<file path="config.mk">
export PLATFORM = sky130hd
export DESIGN_NAME = stopwatch_counter
export DESIGN_NICKNAME = d
export VERILOG_FILES = /design/src/rtl/stopwatch_counter.sv
export SDC_FILE = /design/constraint.sdc
export NUM_CORES = 1
export LEC_CHECK = 0
export CORE_UTILIZATION = 50
export CTS_CLUSTER_DIAMETER = 150
export CTS_CLUSTER_SIZE = 8
export DETAILED_ROUTE_END_ITERATION = 8
export PLACE_DENSITY = 0.7
export REMOVE_ABC_BUFFERS = 1
export SYNTH_ARGS = -nofsm -noshare
export SYNTH_HDL_FRONTEND = slang
export SYNTH_SLANG_ARGS = --single-unit
</file>
<file path="constraint.sdc">
create_clock -name clk -period 2.4 [get_ports clk]
set_input_delay 0.48 -clock clk [delete_from_list [all_inputs] [get_ports clk]]
set_output_delay 0.48 -clock clk [all_outputs]
set_load 0.005 [all_outputs]
</file>
<file path="src/rtl/stopwatch_counter.sv">
// stopwatch_counter: debounced start/stop/clear(/lap) control and 16-bit seconds counter for the hex display.
// Optional lap-hold display freeze enabled by defining STOPWATCH_LAP_EN.
module stopwatch_counter #(
    parameter int DEBOUNCE_CYCLES = 240000,
    parameter int DB_W            = 18
) (
    input  logic        clk,
    input  logic        rst_n,
    input  logic        second_toggle,
    input  logic        btn_start_stop,
    input  logic        btn_clear,
    input  logic        btn_lap,
    output logic [15:0] four_hex_out,
    output logic        running,
    output logic        overflow,
    output logic        lap_hold
);
`ifdef STOPWATCH_LAP_EN
    localparam int NB = 3;
`else
    localparam int NB = 2;
`endif
    typedef enum logic [1:0] {IDLE = 2'd0, RUN = 2'd1, PAUSE = 2'd2} state_t;
    state_t          state_q, state_d;
    logic            init_q, st_q, st_qq, tick;
    logic [NB-1:0]   btn, s1_q, s2_q, db_q, dbp_q, press;
    logic [DB_W-1:0] dbc_q [NB];
    logic [15:0]     cnt_q, cnt_d, hex_q;
    logic            ovf_q, ovf_d, run_q;
`ifdef STOPWATCH_LAP_EN
    logic [15:0]     lap_val_q, lap_val_d;
    logic            lap_hold_q, lap_hold_d;
    assign btn      = {btn_lap, btn_clear, btn_start_stop};
    assign lap_hold = lap_hold_q;
`else
    logic            unused_lap;
    assign unused_lap = btn_lap;
    assign btn        = {btn_clear, btn_start_stop};
    assign lap_hold   = 1'b0;
`endif
    assign tick         = st_q ^ st_qq;
    assign press        = db_q & ~dbp_q;
    assign four_hex_out = hex_q;
    assign running      = run_q;
    assign overflow     = ovf_q;
    // The first edge after reset loads both stages alike so a stale toggle level is not seen as a tick.
    always_ff @(posedge clk or negedge rst_n) begin
        if (!rst_n) begin
            init_q <= 1'b0;
            st_q   <= 1'b0;
            st_qq  <= 1'b0;
        end else begin
            init_q <= 1'b1;
            st_q   <= second_toggle;
            st_qq  <= init_q ? st_q : second_toggle;
        end
    end
    always_ff @(posedge clk or negedge rst_n) begin
        if (!rst_n) begin
            s1_q  <= '0;
            s2_q  <= '0;
            db_q  <= '0;
            dbp_q <= '0;
            for (int i = 0; i < NB; i++) dbc_q[i] <= '0;
        end else begin
            s1_q  <= btn;
            s2_q  <= s1_q;
            dbp_q <= db_q;
            for (int i = 0; i < NB; i++) begin
                if (s2_q[i] == db_q[i]) begin
                    dbc_q[i] <= '0;
                end else if (dbc_q[i] == DB_W'(DEBOUNCE_CYCLES - 1)) begin
                    dbc_q[i] <= '0;
                    db_q[i]  <= s2_q[i];
                end else begin
                    dbc_q[i] <= dbc_q[i] + 1'b1;
                end
            end
        end
    end
    always_comb begin
        state_d = state_q;
        cnt_d   = cnt_q;
        ovf_d   = ovf_q;
`ifdef STOPWATCH_LAP_EN
        lap_val_d  = lap_val_q;
        lap_hold_d = lap_hold_q;
`endif
        case (state_q)
            IDLE:  state_d = press[0] ? RUN : IDLE;
            RUN: begin
                if (tick) begin
                    cnt_d = cnt_q + 16'd1;
                    ovf_d = ovf_q | (cnt_q == 16'hFFFF);
                end
                state_d = press[0] ? PAUSE : RUN;
            end
            PAUSE: state_d = press[0] ? RUN : PAUSE;
            default: state_d = IDLE;
        endcase
`ifdef STOPWATCH_LAP_EN
        if (press[2]) begin
            if (lap_hold_q) begin
                lap_hold_d = 1'b0;
            end else if (state_q == RUN) begin
                lap_val_d  = cnt_q;
                lap_hold_d = 1'b1;
            end
        end
`endif
        if (press[1]) begin
            state_d = IDLE;
            cnt_d   = '0;
            ovf_d   = 1'b0;
`ifdef STOPWATCH_LAP_EN
            lap_hold_d = 1'b0;
`endif
        end
    end
    always_ff @(posedge clk or negedge rst_n) begin
        if (!rst_n) begin
            state_q <= IDLE;
            cnt_q   <= '0;
            ovf_q   <= 1'b0;
            hex_q   <= '0;
            run_q   <= 1'b0;
        end else begin
            state_q <= state_d;
            cnt_q   <= cnt_d;
            ovf_q   <= ovf_d;
            run_q   <= (state_d == RUN);
`ifdef STOPWATCH_LAP_EN
            hex_q   <= lap_hold_d ? lap_val_d : cnt_d;
`else
            hex_q   <= cnt_d;
`endif
        end
    end
`ifdef STOPWATCH_LAP_EN
    always_ff @(posedge clk or negedge rst_n) begin
        if (!rst_n) begin
            lap_val_q  <= '0;
            lap_hold_q <= 1'b0;
        end else begin
            lap_val_q  <= lap_val_d;
            lap_hold_q <= lap_hold_d;
        end
    end
`endif
endmodule
</file>
==> results.json <==
{
  "grt_max_degree": 54,
  "sw_frac_of_total_pct": 22.2,
  "ys_warn_count": 0,
  "drt-pass1-iter-count": 4,
  "synth_edf_count": 0,
  "p_int_mw": 1.67,
  "antennaDiodeCount": 0,
  "syn2layout_area_growth_pct": 15.3,
  "vias_per_cell": 5.59,
  "cts_setup_buffers": 0,
  "slew_viol_final": 0,
  "combPwrFrac_pct": 3.3,
  "syn_area_mm2": 0.00322,
  "tightest_slew_ns": 0.602,
  "fin_util_pct": 61.2,
  "synthArstFlopShare_pct": 100,
  "crit_arrival_ns": 2.17,
  "place_ws_ns": 0.426,
  "setup-tns-final_ns": 0,
  "track_usage_pct": 19.7,
  "seqPwrFrac_pct": 53.9,
  "period_needed_ns": 1.98,
  "die_y_um": 82.2,
  "fillers": 521,
  "cts_made_buffers": 9,
  "wl_per_cell_um": 13.5,
  "drc": 0,
  "vias": 2388,
  "yosysUniqueCellTypes": 43,
  "cts_root_buffer": "clkbuf_8",
  "cp_data_required_time_ns": 2.59,
  "maxCapViolCount": 0,
  "critical_path_class": "register to register",
  "ctsHoldBuffers": 0,
  "finalWorstSetupSlack_ns": 0.421,
  "end_kind": "register",
  "first_iter_violations": 85,
  "grt_pass1_vias": 2303,
  "fmax_mhz": 505,
  "antenna_found_initial": 0,
  "core_mm2": 0.00606,
  "ir_drop_uv": 398,
  "path_clk_slew_ns": 0.07,
  "cts_sinks": 67,
  "p_sw_mw": 0.476,
  "finalNetCount": 356,
  "final_layout_size_suffix_gt1_share_pct": 9.09,
  "insertion_delay_ns": 0.34,
  "power_density_mw_per_mm2": 578,
  "finalSetupViolCount": 0,
  "start_util_pct": 53.1,
  "num_rows": 28,
  "max_slew_margin_pct": 59.9,
  "place.gp.congestion": 0.765,
  "yosysSeqAreaShare_pct": 52.1,
  "place_hpwl_um": 3950,
  "synth_ff_type": "dfrtp_1",
  "cts_buffer_depth": 2,
  "status": "completed",
  "hold_path_class": "primary input to async pin",
  "die_w_um": 82.2,
  "htree_levels": 3,
  "grt_pass1_wl_um": 10000,
  "drtAntennaViolNets": 0,
  "wl_um": 5780,
  "netlist_instances": 320,
  "post_cts_resized": 0,
  "clockPowerShare_pct": 42.8,
  "skew_ns": 0.0133,
  "period_share_pct": 82.5,
  "rsz0062_at_grt": "false",
  "syn_avg_cell_area_um2": 10.1,
  "synth_seq_cells": 67,
  "start_kind": "register",
  "grt_overflow": 0,
  "portBuffers": 22,
  "cts_tree": "done",
  "p_leak_nw": 1.50,
  "finalHoldViolCount": 0,
  "ioPinCount": 25,
  "cp_max_fo": 17,
  "dieArea_mm2": 0.00676
}
-- final timing paths --
kind | from | to | slack (ns) | cells after the start
max reg2reg | dbc_q[18] | dbc_q[20] | 0.42 | 5
max | dbc_q[18] | dbc_q[20] | 0.42 | 5
min | rst_n | dbc_q[35] | 0.04 | 1
min reg2reg | s1_q[1] | s2_q[1] | 0.35 | 0
max in group asynchronous | rst_n | st_q | 1.78 | 2
min in group clk | s1_q[1] | s2_q[1] | 0.35 | 0
-- state kept, by name (all words and copies together), names as in the netlist, 2 cells and up --
register and count:
state_q 2, db_q 2, dbc_q 36, four_hex_out 16
s1_q 2, s2_q 2, dbp_q 2
-- power groups by stage --
stage,clock network (mW),registers [mW],logic (mW)
2_1_floorplan,0,1.18,0.0327
3_3_place_gp,0,1.18,0.0732
3_5_place_dp,0,1.18,0.0737
4_1_cts,0.937,1.16,0.0744
5_1_grt,0.976,1.16,0.0836
6_report,0.919,1.16,0.0710
-- synth_stat cells (3+ instances only) --
library cell,count,area share (%)
dfrtp_1,67,52
nor2_1,38,4.4
a21oi_1,22,3.4
nand2_1,21,2.4
nand3_1,20,3.1
xnor2_1,17,4.6
xor2_1,13,3.5
or4_1,11,2.6
nand4_1,10,1.9
o31ai_1,10,2.3
inv_1,9,1.0
o21ai_0,8,1.2
or3_1,8,1.6
nor3_1,7,1.1
clkbuf_1,6,0.70
nor4_1,6,1.2
and3_1,4,0.78
and2_1,3,0.58
buf_4,3,0.70
ha_1,3,1.2
mux2_2,3,1.0
nand2b_1,3,0.58
nand3b_1,3,0.70
-- area by class of cell --
class                   count  area [µm²]  share of cell area (%)
inverters                   9        33.8                   0.910
clock inverters             5        52.6                    1.42
flip-flops and latches     67        1680                    45.2
clock buffers              11         141                    3.81
well taps                  75        93.8                    2.53
multi-input cells         233        1450                    39.0
repair buffers             27         265                    7.15
-- kinds of logic after synthesis --
kind of cell	synth area share, %
other	0.233
and+or+nand+nor	24.3
adders and majority gates	1.17
AOI/OAI and AO/OA	9.56
xor gates and xnor gates	8.67
DFF	52.1
muxes	1.05
buffers and inverters	2.95
-- worst max-delay path, cell delays in order, from the launching register on --
cell     delay [ns]
dfrtp_1        0.40
ha_1           0.24
nand2_1        0.18
nor4_1         0.39
a21o_1         0.52
nor2_1         0.12
-- layer usage --
layer	up-vias	part of all wire, %	GRT usage [%]
met5	-	0	0
met4	0	0.71	6.84
met3	4	3.3	5.27
met2	40	47	32.6
met1	1157	49	24.8
li1	1187	-	-
-- layout by cell type, fill, tap and decap left out, types with 8 or more instances in the layout --
cell type	Yosys	layout
dfrtp_1	67	67
xnor2_1	17	17
o31ai_1	10	10
clkdlybuf4s50_1	0	21
o21ai_0	8	8
nand3_1	20	20
inv_1	9	9
clkbuf_8	0	10
nor2_1	38	38
xor2_1	13	13
or4_1	11	11
nand4_1	10	10
nand2_1	21	21
or3_1	8	8
a21oi_1	22	22
-- metrics by stage --
| stage | instances | hold WS [ns] | instance area [µm²] | power [mW] |
|---|---|---|---|---|
| floorplan | 309 | 0.184 | 3160 | 1.21 |
| global placement | 411 | 0.341 | 3520 | 1.25 |
| detailed placement | 411 | 0.341 | 3520 | 1.25 |
| CTS | 427 | 0.0440 | 3710 | 2.17 |
| global route | 427 | 0.0605 | 3710 | 2.22 |
| finish | 427 | 0.0412 | 3710 | 2.15 |
No activity file was read; power rests on OpenSTA's default activity.
